## src/rtl/mem_stage.sv

```systemverilog
// mem_stage: memory pipeline stage between execute and write-back.
// Registers the EX-to-MEM bus, keeps the synchronous SRAM read word alive
// across MEM stalls, extracts/extends load data and drives the MEM-to-WB
// and MEM-to-ID (forwarding) buses combinationally from the stage register.
module mem_stage #(
    parameter int EX_TO_MEM_WD = 146,
    parameter int MEM_TO_WB_WD = 136,
    parameter int MEM_TO_ID_WD = 104,
    parameter int STALL_WD     = 6
) (
    input  logic                    clk,
    input  logic                    resetn,
    input  logic [STALL_WD-1:0]     stall,
    input  logic [EX_TO_MEM_WD-1:0] ex_to_mem_bus,
    input  logic [31:0]             data_sram_rdata,
    output logic [MEM_TO_WB_WD-1:0] mem_to_wb_bus,
    output logic [MEM_TO_ID_WD-1:0] mem_to_id_bus
);

    // Field layout of the EX-to-MEM bus, MSB first.
    typedef struct packed {
        logic [3:0]  ld_sel;
        logic        hi_we;
        logic [31:0] hi;
        logic        lo_we;
        logic [31:0] lo;
        logic [31:0] pc;
        logic        ram_en;
        logic [3:0]  ram_wen;
        logic        sel_rf_res;
        logic        rf_we;
        logic [4:0]  rf_waddr;
        logic [31:0] ex_result;
    } ex_to_mem_t;

    // FRESH: SRAM output belongs to the instruction in MEM this cycle.
    // HELD : the word was captured into r_rdata_buf during a stall.
    typedef enum logic {
        FRESH = 1'b0,
        HELD  = 1'b1
    } rd_state_e;

    localparam logic [3:0] LD_LB  = 4'b0001;
    localparam logic [3:0] LD_LBU = 4'b0010;
    localparam logic [3:0] LD_LH  = 4'b0011;
    localparam logic [3:0] LD_LHU = 4'b0100;

    ex_to_mem_t  r_bus;
    rd_state_e   r_state;
    logic [31:0] r_rdata_buf;

    logic        w_mem_stall;
    logic        w_wb_stall;
    logic        w_hold;
    logic        w_bubble;
    logic [31:0] w_rdata;
    logic [1:0]  w_addr_lo;
    logic [7:0]  w_byte;
    logic [15:0] w_half;
    logic [31:0] w_load_data;
    logic [31:0] w_rf_wdata;
    logic        w_is_load;
    logic        w_unused_ok;

    assign w_mem_stall = stall[3];
    assign w_wb_stall  = stall[4];
    // Both MEM and WB frozen: the instruction in MEM stays put.
    assign w_hold      = w_mem_stall & w_wb_stall;
    // MEM frozen but WB moving on: a bubble is pushed into WB.
    assign w_bubble    = w_mem_stall & ~w_wb_stall;

    // Stage register: bubble, capture or hold depending on the stall vector.
    always_ff @(posedge clk or negedge resetn) begin
        if (!resetn) begin
            r_bus <= '0;
        end else if (w_bubble) begin
            r_bus <= '0;
        end else if (!w_mem_stall) begin
            // NOTE: clocked state is always written with <= so every flop samples pre-edge values.
            r_bus <= ex_to_mem_bus;
        end
    end

    // Read-data tracker: capture the one-cycle SRAM word when the stage freezes.
    always_ff @(posedge clk or negedge resetn) begin
        if (!resetn) begin
            r_state     <= FRESH;
            // NOTE: the buffer is a single word, so it is reset with the state; a stale word must never survive reset.
            r_rdata_buf <= '0;
        end else begin
            case (r_state)
                FRESH: begin
                    if (w_hold) begin
                        r_rdata_buf <= data_sram_rdata;
                        r_state     <= HELD;
                    end
                end
                HELD: begin
                    // A new instruction entering or a bubble both end the hold.
                    if (!w_hold) begin
                        r_state <= FRESH;
                    end
                end
                default: r_state <= FRESH;
            endcase
        end
    end

    assign w_rdata   = (r_state == HELD) ? r_rdata_buf : data_sram_rdata;
    assign w_addr_lo = r_bus.ex_result[1:0];

    // Load extraction: pick byte/half lane from the low address bits and extend.
    always_comb begin
        // NOTE: every combinational output gets a default first so no path leaves it unassigned (no latch).
        w_byte      = w_rdata[7:0];
        w_half      = w_addr_lo[1] ? w_rdata[31:16] : w_rdata[15:0];
        w_load_data = w_rdata;
        case (w_addr_lo)
            2'b00:   w_byte = w_rdata[7:0];
            2'b01:   w_byte = w_rdata[15:8];
            2'b10:   w_byte = w_rdata[23:16];
            2'b11:   w_byte = w_rdata[31:24];
            default: w_byte = w_rdata[7:0];
        endcase
        case (r_bus.ld_sel)
            LD_LB:   w_load_data = {{24{w_byte[7]}}, w_byte};
            LD_LBU:  w_load_data = {24'h0, w_byte};
            LD_LH:   w_load_data = {{16{w_half[15]}}, w_half};
            LD_LHU:  w_load_data = {16'h0, w_half};
            default: w_load_data = w_rdata;
        endcase
    end

    assign w_rf_wdata = r_bus.sel_rf_res ? w_load_data : r_bus.ex_result;

    // Load qualifier kept for reference; write-back selection uses sel_rf_res.
    assign w_is_load   = r_bus.ram_en & (r_bus.ram_wen == 4'b0000) & r_bus.sel_rf_res;
    assign w_unused_ok = ^{stall[5], stall[2:0], w_is_load};

    assign mem_to_wb_bus = {r_bus.hi_we, r_bus.hi, r_bus.lo_we, r_bus.lo,
                            r_bus.pc, r_bus.rf_we, r_bus.rf_waddr, w_rf_wdata};

    assign mem_to_id_bus = {r_bus.hi_we, r_bus.hi, r_bus.lo_we, r_bus.lo,
                            r_bus.rf_we, r_bus.rf_waddr, w_rf_wdata};

endmodule

```

## config.mk

```make
export PLATFORM = sky130hd
export DESIGN_NAME = mem_stage
export DESIGN_NICKNAME = d
export VERILOG_FILES = /design/src/rtl/mem_stage.sv
export SDC_FILE = /design/constraint.sdc
export NUM_CORES = 1
export LEC_CHECK = 0
export ABC_AREA = 1
export ABC_CLOCK_PERIOD_IN_PS = 5160
export CORE_MARGIN = 4
export CORE_UTILIZATION = 40
export CTS_BUF_LIST = sky130_fd_sc_hd__clkbuf_8 sky130_fd_sc_hd__clkbuf_16
export CTS_CLUSTER_DIAMETER = 30
export CTS_CLUSTER_SIZE = 40
export DETAILED_ROUTE_END_ITERATION = 10
export GPL_TIMING_DRIVEN = 0
export PLACE_DENSITY = 0.79
export SLEW_MARGIN = 15
export SYNTH_ARGS = -nofsm -noshare
export SYNTH_HDL_FRONTEND = slang
export SYNTH_SLANG_ARGS = --single-unit
```

## constraint.sdc

```tcl
create_clock -name clk -period 5.16 [get_ports clk]
set_input_delay 1.29 -clock clk [delete_from_list [all_inputs] [get_ports clk]]
set_output_delay 1.29 -clock clk [all_outputs]
set_load 0.03 [all_outputs]
```

==> results of run 1 <==
==> cell type report <==
class                           count  share of cell area [%]
Antenna cell                        1                  0.0165
Buffer                            265                    12.0
Clock buffer                       18                    2.90
Clock inverter                     14                   0.794
Inverter                          238                    5.91
Multi-Input combinational cell    627                    19.2
Sequential cell                   174                    28.8
Tap cell                          324                    2.68
Timing Repair Buffer              416                    27.7
==> flip-flops by register name (all words and copies together), names as in the netlist <==
register and flops:
r_state 1, r_bus 37, mem_to_id_bus 72, r_rdata_buf 32, mem_to_wb_bus 32
==> cells by family (layout without fill, tap and decap cells) <==
family,after synthesis,in the layout,synth area share [%]
buf+inv,503,951,27.2
simple gates,368,368,14.9
compound gates,257,257,14.0
flops,174,174,43.7
mux,2,2,0.226
other cells,0,1,0
==> final timing paths <==
kind	startpoint	cells after the start	slack [ns]	end
worst max-delay path	data_sram_rdata[16]	11	0.01	mem_to_wb_bus[0]
worst min-delay path	r_rdata_buf[4]	2	0.49	r_rdata_buf[4]
worst max register to register	r_state	8	3.50	r_rdata_buf[22]
worst min register to register	r_rdata_buf[4]	2	0.49	r_rdata_buf[4]
max in group asynchronous	resetn	2	3.43	mem_to_wb_bus[54]
min in group asynchronous	resetn	1	0.79	mem_to_id_bus[73]
==> per-layer routing <==
layer	vias up	share of wire (%)
met3	28	5.7
li1	4642	-
met1	4526	42
met4	0	1.7
met5	-	0
met2	339	50
==> synth_stat cells <==
| library cell | instances |
|---|---|
| dfrtp_1 | 174 |
| buf_1 | 4 |
| clkinv_1 | 1 |
| nor2_1 | 6 |
| inv_1 | 233 |
| buf_4 | 208 |
| nand3_1 | 25 |
| buf_6 | 2 |
| nand2_1 | 323 |
| nand4_1 | 1 |
| mux2_2 | 2 |
| nor2_4 | 2 |
| nand4_2 | 2 |
| o211ai_1 | 2 |
| clkbuf_1 | 34 |
| buf_8 | 1 |
| buf_2 | 16 |
| nand3_4 | 1 |
| a21oi_2 | 1 |
| a21oi_1 | 14 |
| o22ai_1 | 36 |
| nand2_4 | 1 |
| a21oi_4 | 1 |
| o21ai_2 | 11 |
| o21ai_0 | 177 |
| nand2_2 | 6 |
| inv_2 | 4 |
| o21ai_1 | 15 |
| nand3b_1 | 1 |
==> power groups by stage <==
stage | clock, mW | combinational, mW | sequential [mW]
after global routing | 1.33 | 1.60 | 1.58
after floorplan | 0 | 0.872 | 1.56
after CTS | 1.28 | 1.51 | 1.56
after global placement | 0 | 1.48 | 1.58
final | 1.26 | 1.50 | 1.57
after detailed placement | 0 | 1.50 | 1.59
==> worst min-delay path, delay by kind of cell, from the launching register on <==
family          cells  cell delay [ns]
flops               1             0.34
compound gates      1             0.06
simple gates        1             0.05
==> impl_metrics.yaml, run 1 <==
place:
  gp_congestion: 0.941
  port_buffers: 415
  placed_cell_area_mm2: 0.0146
  placed_cells: 2044
  pre_cts_ws_ns: 0.0816
  dp_hpwl_um: 28600
drt:
  antenna_left: 0
  drt_wl_total_um: 35300
  viasPerCell: 4.59
  vias: 9535
  wire_per_inst_um: 17.0
  drtIter0Drc: 690
  drcViolationCount: 0
  drt_first_pass_iters: 6
clock_tree:
  cts_tree: "built"
  cts.sinks: 174
  ctsHtreeMaxLevel: 4
  cts_buffer_depth: 2
  path_clk_slew_ns: 0.07
  ctsResizeCount: 0
  post-cts-setup-buffer-count: 0
  tritoncts.num_buffers: 17
  cts_hold_buf: 0
  clk_latency_ns: 0.43
  cts_root_buf: "clkbuf_16"
yosys:
  syn-num-nets: 1490
  yosysUniqueCellTypes: 29
  ys_top_cells_by_area: "dfrtp_1 (44%), buf_4 (16%), nand2_1 (12%), o21ai_0 (8.9%), inv_1 (8.8%)"
  synth.avg_cell_area_um2: 7.65
  yosysSeqAreaShare_pct: 43.7
  synth_area_leader_cell: "dfrtp_1"
  synth_cells: 1304
  yosysWarnings: 0
  synth-seq-cells: 174
  synth_top_area_share_pct: 43.7
  syn_area_mm2: 0.00997
floorplan:
  ioPinCount: 426
  rows: 57
  die_x_um: 166
  core_mm2: 0.0244
  dieArea_mm2: 0.0275
  fp.dieH_um: 166
  start_util_pct: 40.9
grt:
  antenna_found_initial: 1
  busiest_layer: "met2"
  track_usage_pct: 25.0
  grt_pass1_wl_um: 54800
  use_met1_pct: 32.9
  met3_usage_pct: 4.33
  grt_max_degree: 101
  grt_use_met2_pct: 43.2
  overflow: 0
  grt_pass1_vias: 9521
timing:
  grt_setup_unrepaired: "false"
  finClkSkew_ns: 0.00613
  tns_ns: 0
  worst_slew_pin_slew_ns: 0.767
  whs_ns: 0.486
  fmaxAchievable_ghz: 0.194
  slew_headroom_pct: 48.3
  drv_slew: 0
  min_period_over_period_pct: 99.8
  setup_viol: 0
  hold_viol_final: 0
  fin_ws_ns: 0.0114
  finalCriticalPeriod_ns: 5.15
layout:
  seq_area_mm2: 0.00435
  area_growth_pct: 51.7
  final_common_cell: "clkdlybuf4s50_1"
  fin_util_pct: 62.0
  layout.nets: 1925
  drive_gt1_share_pct: 16.6
  n_fill_cell: 2139
  design_area_mm2: 0.0151
  layout_common_cells: "clkdlybuf4s50_1 (413), nand2_1 (323), inv_1 (234)"
  multi_input_comb_area_mm2: 0.00290
  layout.cells.non_filler: 2077
power_and_ir_drop:
  seq_power_share_pct: 36.2
  vdd_drop_max_mv: 0.194
  p_sw_share_pct: 35.0
  leakage_nw: 7.57
  p_sw_mw: 1.51
  p_int_mw: 2.81
  total_power_mw: 4.33
  pwr-share-clk_pct: 29.1
  power_frac_comb_pct: 34.7
  powerDensity_mw_per_mm2: 286
setup_path:
  startpoint_type: "input pin"
  cp.buffers_inverters: 4
  required_ns: 3.87
  path_max_fanout: 3
  end_kind: "primary output"
  crit_family: "buffers and inverters"
  critPathMaxStageDelay_ns: 0.65
  crit_type: "in2out"
  path_cells: "clkdlybuf4s50_1, inv_1, o21ai_0, nand2_1, nand3_1, nand3_1, nand2_1, nand2_1, o21ai_0, buf_4, clkdlybuf4s50_1"
  cp_common_cell: "nand2_1"
  crit_path_top_delay_cell: "clkdlybuf4s50_1"
  crit_arrival_ns: 3.86
run:
  maxCapViolCount: 0
status:
  outcome: "completed"
min_path:
  hold_path_class: "reg2reg"
Note: power is estimated with default switching activity, not from simulation.
==> inputs of run 2 (changes only) <==
--- a/config.mk
+++ b/config.mk
@@ -7,14 +7,14 @@
 export LEC_CHECK = 0
 export ABC_AREA = 1
 export ABC_CLOCK_PERIOD_IN_PS = 5160
-export CORE_MARGIN = 4
-export CORE_UTILIZATION = 40
+export CORE_AREA = 2 2 166 168
 export CTS_BUF_LIST = sky130_fd_sc_hd__clkbuf_8 sky130_fd_sc_hd__clkbuf_16
 export CTS_CLUSTER_DIAMETER = 30
 export CTS_CLUSTER_SIZE = 40
 export DETAILED_ROUTE_END_ITERATION = 10
+export DIE_AREA = 0 0 168 170
 export GPL_TIMING_DRIVEN = 0
-export PLACE_DENSITY = 0.79
+export PLACE_DENSITY = 0.75
 export SLEW_MARGIN = 15
 export SYNTH_ARGS = -nofsm -noshare
 export SYNTH_HDL_FRONTEND = slang
==> impl_metrics.yaml, run 2 (synthesized netlist as in run 1, its figures left out) <==
clock_tree:
  post-cts-setup-buffer-count: 0
  cts.sinks: 174
  ctsHtreeMaxLevel: 4
  cts_tree: "built"
  clk_latency_ns: 0.43
  path_clk_slew_ns: 0.07
  cts_hold_buf: 0
  cts_buffer_depth: 2
  tritoncts.num_buffers: 17
  cts_root_buf: "clkbuf_16"
grt:
  grt_pass1_vias: 9036
  grt_pass1_wl_um: 51200
  track_usage_pct: 23.3
  grt_max_degree: 92
  antenna_found_initial: 2
  overflow: 0
setup_path:
  required_ns: 3.87
  regToRegSetupSlack_ns: 3.49
  path_max_fanout: 3
  startpoint_type: "input pin"
  end_kind: "primary output"
  r2r_end: "r_rdata_buf[16]"
  critPathMaxStageDelay_ns: 0.68
  r2r-start: "r_state"
  rr_worst_depth: 8
  cp_common_cell: "nand2_1"
  crit_path_top_delay_cell: "clkdlybuf4s50_1"
  critPathCapture: "mem_to_wb_bus[14]"
  path_cells: "clkdlybuf4s50_1, inv_1, o21ai_0, nand2_1, nand2_1, nand2_1, nand3_1, nand2_1, o21ai_0, buf_4, clkdlybuf4s50_1"
  crit_type: "in2out"
  crit_start: "data_sram_rdata[30]"
  crit_arrival_ns: 3.73
power_and_ir_drop:
  leakage_nw: 7.57
  vdd_drop_max_mv: 0.228
  powerDensity_mw_per_mm2: 287
timing:
  finalCriticalPeriod_ns: 5.02
  min_period_over_period_pct: 97.3
  grt_setup_unrepaired: "false"
  finClkSkew_ns: 0.00759
  setup_viol: 0
  drv_slew: 0
  tns_ns: 0
  whs_ns: 0.485
  hold_viol_final: 0
  worst_slew_pin_slew_ns: 0.723
  fin_ws_ns: 0.137
  fmaxAchievable_ghz: 0.199
  slew_headroom_pct: 51.3
layout:
  final_common_cell: "clkdlybuf4s50_1"
  n_fill_cell: 2443
  fin_util_pct: 57.0
  largest_reg_flops: 72
  layout.nets: 1925
  layout.cells.non_filler: 2095
  drive_gt1_share_pct: 16.7
  layout_common_cells: "clkdlybuf4s50_1 (414), nand2_1 (323), inv_1 (233)"
  area_growth_pct: 52.2
place:
  gp_congestion: 0.951
  port_buffers: 415
  pre_cts_ws_ns: 0.00665
  placed_cells: 2061
  dp_hpwl_um: 27300
drt:
  drtIter0Drc: 605
  antenna_left: 0
  wire_per_inst_um: 16.2
  drt_first_pass_iters: 5
  drt_wl_total_um: 33900
  vias: 9411
  viasPerCell: 4.49
  drcViolationCount: 0
floorplan:
  core_mm2: 0.0267
  dieArea_mm2: 0.0286
  ioPinCount: 426
  start_util_pct: 37.4
  die_x_um: 168
  rows: 60
  fp.dieH_um: 170
min_path:
  hold_path_class: "reg2reg"
run:
  maxCapViolCount: 0
status:
  outcome: "completed"
## run 2: repair_timing
| action | in CTS | in global routing |
|---|---|---|
| gates resized for setup | 1 | 10 |
| setup endpoints to repair | 1 | 16 |
| pin swaps | 0 | 0 |
## run 2: layer usage
layer	vias to the layer above	wire length [µm]	global-route usage, %
met5	-	0	0
met2	341	16100	38.0
li1	4659	-	-
met3	41	2440	5.72
met1	4370	14500	30.7
met4	0	804	7.41
## run 2: where the power goes
group | switching [mW] | internal [mW] | total [mW]
logic | 0.812 | 0.683 | 1.49
clock network | 0.637 | 0.660 | 1.30
registers | 0.0814 | 1.48 | 1.56
## run 2: worst min path at each step
| stage | from | endpoint | cells after the start |
|---|---|---|---|
| 6_report | mem_to_wb_bus[59] | mem_to_wb_bus[59] | 2 |
| 3_3_place_gp | r_rdata_buf[4] | r_rdata_buf[4] | 2 |
| 4_1_cts | r_rdata_buf[11] | r_rdata_buf[11] | 2 |
| 5_1_grt | r_rdata_buf[14] | r_rdata_buf[14] | 2 |
| 3_5_place_dp | r_rdata_buf[11] | r_rdata_buf[11] | 2 |
| 2_1_floorplan | r_rdata_buf[0] | r_rdata_buf[0] | 2 |
## run 2: cell type report
type	instances	area, µm²	area share [%]
inverter	238	893	5.89
clock inverter	14	149	0.981
buffer	265	1820	12.0
timing repair buffer	416	4190	27.6
clock buffer	18	439	2.89
tap	341	427	2.81
sequential	174	4350	28.7
multi-input combinational	627	2900	19.1
antenna	2	5.00	0.0330
## run 2: critical path: cells and delay by family
kind	cells	cell delay [ns]
buffers and inverters	4	1.35
AND/OR/NAND/NOR	5	0.42
AO/OA/AOI/OAI	2	0.67
## run 2: through the flow
stage,power [mW],area (µm²)
final,4.35,15200
after global routing,4.55,15200
after CTS,4.38,15200
after detailed placement,3.08,14600
after global placement,3.06,14600
after floorplan,2.43,9970
==> inputs of run 3 (changes only) <==
--- a/config.mk
+++ b/config.mk
@@ -7,14 +7,14 @@
 export LEC_CHECK = 0
 export ABC_AREA = 1
 export ABC_CLOCK_PERIOD_IN_PS = 5160
-export CORE_AREA = 2 2 166 168
+export CORE_AREA = 3 3 164 166
 export CTS_BUF_LIST = sky130_fd_sc_hd__clkbuf_8 sky130_fd_sc_hd__clkbuf_16
 export CTS_CLUSTER_DIAMETER = 30
 export CTS_CLUSTER_SIZE = 40
 export DETAILED_ROUTE_END_ITERATION = 10
-export DIE_AREA = 0 0 168 170
+export DIE_AREA = 0 0 167 169
 export GPL_TIMING_DRIVEN = 0
-export PLACE_DENSITY = 0.75
+export PLACE_DENSITY = 0.77
 export SLEW_MARGIN = 15
 export SYNTH_ARGS = -nofsm -noshare
 export SYNTH_HDL_FRONTEND = slang
==> impl_metrics.yaml, run 3 (synthesized netlist as in run 1, its figures left out) <==
setup_path:
  crit_arrival_ns: 3.78
  crit_path_top_delay_cell: "clkdlybuf4s50_1"
  path_cells: "clkdlybuf4s50_1, inv_1, o21ai_0, nand2_1, nand2_1, nand2_1, nand3_1, nand2_1, o21ai_0, buf_4, clkdlybuf4s50_1"
  crit_type: "in2out"
  end_kind: "primary output"
  regToRegSetupSlack_ns: 3.49
  r2r-start: "r_state"
  crit_start: "data_sram_rdata[30]"
  startpoint_type: "input pin"
  required_ns: 3.87
  path_max_fanout: 3
  r2r_end: "r_rdata_buf[25]"
  cp_common_cell: "nand2_1"
  critPathMaxStageDelay_ns: 0.65
  rr_worst_depth: 8
min_path:
  worstHoldEndpoint: "r_rdata_buf[14]"
  hold_start: "r_rdata_buf[14]"
  min_path_cells: 2
  hold_path_class: "reg2reg"
layout:
  fin_util_pct: 58.7
  final_common_cell: "clkdlybuf4s50_1"
  area_growth_pct: 51.7
  largest_reg_flops: 72
  n_fill_cell: 2268
  layout.nets: 1925
  layout.cells.non_filler: 2087
  layout_common_cells: "clkdlybuf4s50_1 (414), nand2_1 (323), inv_1 (234)"
  design_area_mm2: 0.0151
  drive_gt1_share_pct: 16.6
power_and_ir_drop:
  leakage_nw: 7.55
  powerDensity_mw_per_mm2: 283
  vdd_drop_max_mv: 0.181
grt:
  overflow: 0
  grt_pass1_wl_um: 53500
  track_usage_pct: 24.3
  grt_pass1_vias: 9404
  antenna_found_initial: 1
  grt_max_degree: 100
status:
  outcome: "completed"
timing:
  hold_viol_final: 0
  finalCriticalPeriod_ns: 5.07
  fin_ws_ns: 0.0930
  setup_viol: 0
  worst_slew_pin_slew_ns: 0.696
  tns_ns: 0
  fmaxAchievable_ghz: 0.197
  slew_headroom_pct: 53.1
  grt_setup_unrepaired: "false"
  min_period_over_period_pct: 98.2
  finClkSkew_ns: 0.0144
  drv_slew: 0
floorplan:
  start_util_pct: 38.7
  dieArea_mm2: 0.0282
  die_x_um: 167
  ioPinCount: 426
  core_mm2: 0.0258
  fp.dieH_um: 169
  rows: 59
place:
  placed_cell_area_mm2: 0.0146
  dp_hpwl_um: 28100
  gp_congestion: 0.935
  placed_cells: 2055
  pre_cts_ws_ns: 0.0313
  port_buffers: 415
drt:
  drt_wl_total_um: 34900
  wire_per_inst_um: 16.7
  viasPerCell: 4.57
  antenna_left: 0
  vias: 9538
  drt_first_pass_iters: 6
  drtIter0Drc: 747
  drcViolationCount: 0
clock_tree:
  cts_buffer_depth: 2
  cts.sinks: 174
  cts_root_buf: "clkbuf_16"
  ctsHtreeMaxLevel: 4
  tritoncts.num_buffers: 17
  ctsResizeCount: 0
  cts_hold_buf: 0
  path_clk_slew_ns: 0.07
  clk_latency_ns: 0.43
  post-cts-setup-buffer-count: 0
  cts_tree: "built"
run:
  maxCapViolCount: 0
[run 3: changes by cell type in the layout (fill, tap and decap cells not counted), sizes merged]
cell | before | now
clkinv | 8 | 3
clkinvlp | 1 | 4
clkbuf | 52 | 54
diode | 2 | 1
inv | 243 | 242
[run 3: critical path: cells and delay by family]
family / cells / cell delay (ns)
buf+inv: 4 / 1.34
compound gates: 2 / 0.69
simple gates: 5 / 0.45
[run 3: final cells by class]
| cell class | count | area (µm²) | area share (%) |
|---|---|---|---|
| clock inverters | 11 | 82.6 | 0.546 |
| inverters | 238 | 893 | 5.90 |
| flip-flops and latches | 174 | 4350 | 28.8 |
| multi-input cells | 627 | 2900 | 19.2 |
| plain buffers | 265 | 1820 | 12.0 |
| diodes | 1 | 2.50 | 0.0165 |
| repair buffers | 416 | 4190 | 27.7 |
| well taps | 335 | 419 | 2.77 |
| clock buffers | 20 | 467 | 3.08 |
[run 3: power breakdown]
part           switching, mW  internal [mW]
clock                  0.569          0.658
sequential            0.0827           1.48
combinational          0.814          0.683
total                   1.46           2.82
[run 3: worst max path at each step]
stage / endpoint / slack (ns) / cells past startpoint
after floorplan: mem_to_wb_bus[10] / 1.34 / 11
after global placement: mem_to_id_bus[99] / -4.55 / 1
after detailed placement: mem_to_wb_bus[1] / 0.03 / 11
after CTS: mem_to_wb_bus[1] / 0.03 / 11
after global routing: mem_to_wb_bus[14] / 0.005 / 11
final: mem_to_wb_bus[14] / 0.09 / 11
[run 3: per-layer routing]
layer  vias up  part of all wire [%]  global-route usage [%]  wire [µm]
met5         -                     0                       0          0
met4         0                   2.8                    7.28        966
met3        51                   6.6                    4.55       2300
met2       377                    49                    41.3      17000
met1      4457                    42                    31.6      14700
li1       4653                     -                       -          -
[run 3: metrics by stage]
stage	hold WS [ns]	total power, mW
finish	0.484	4.29
CTS	0.491	4.32
detailed placement	0.473	3.09
global route	0.502	4.49
floorplan	0.448	2.43
global placement	0.465	3.06
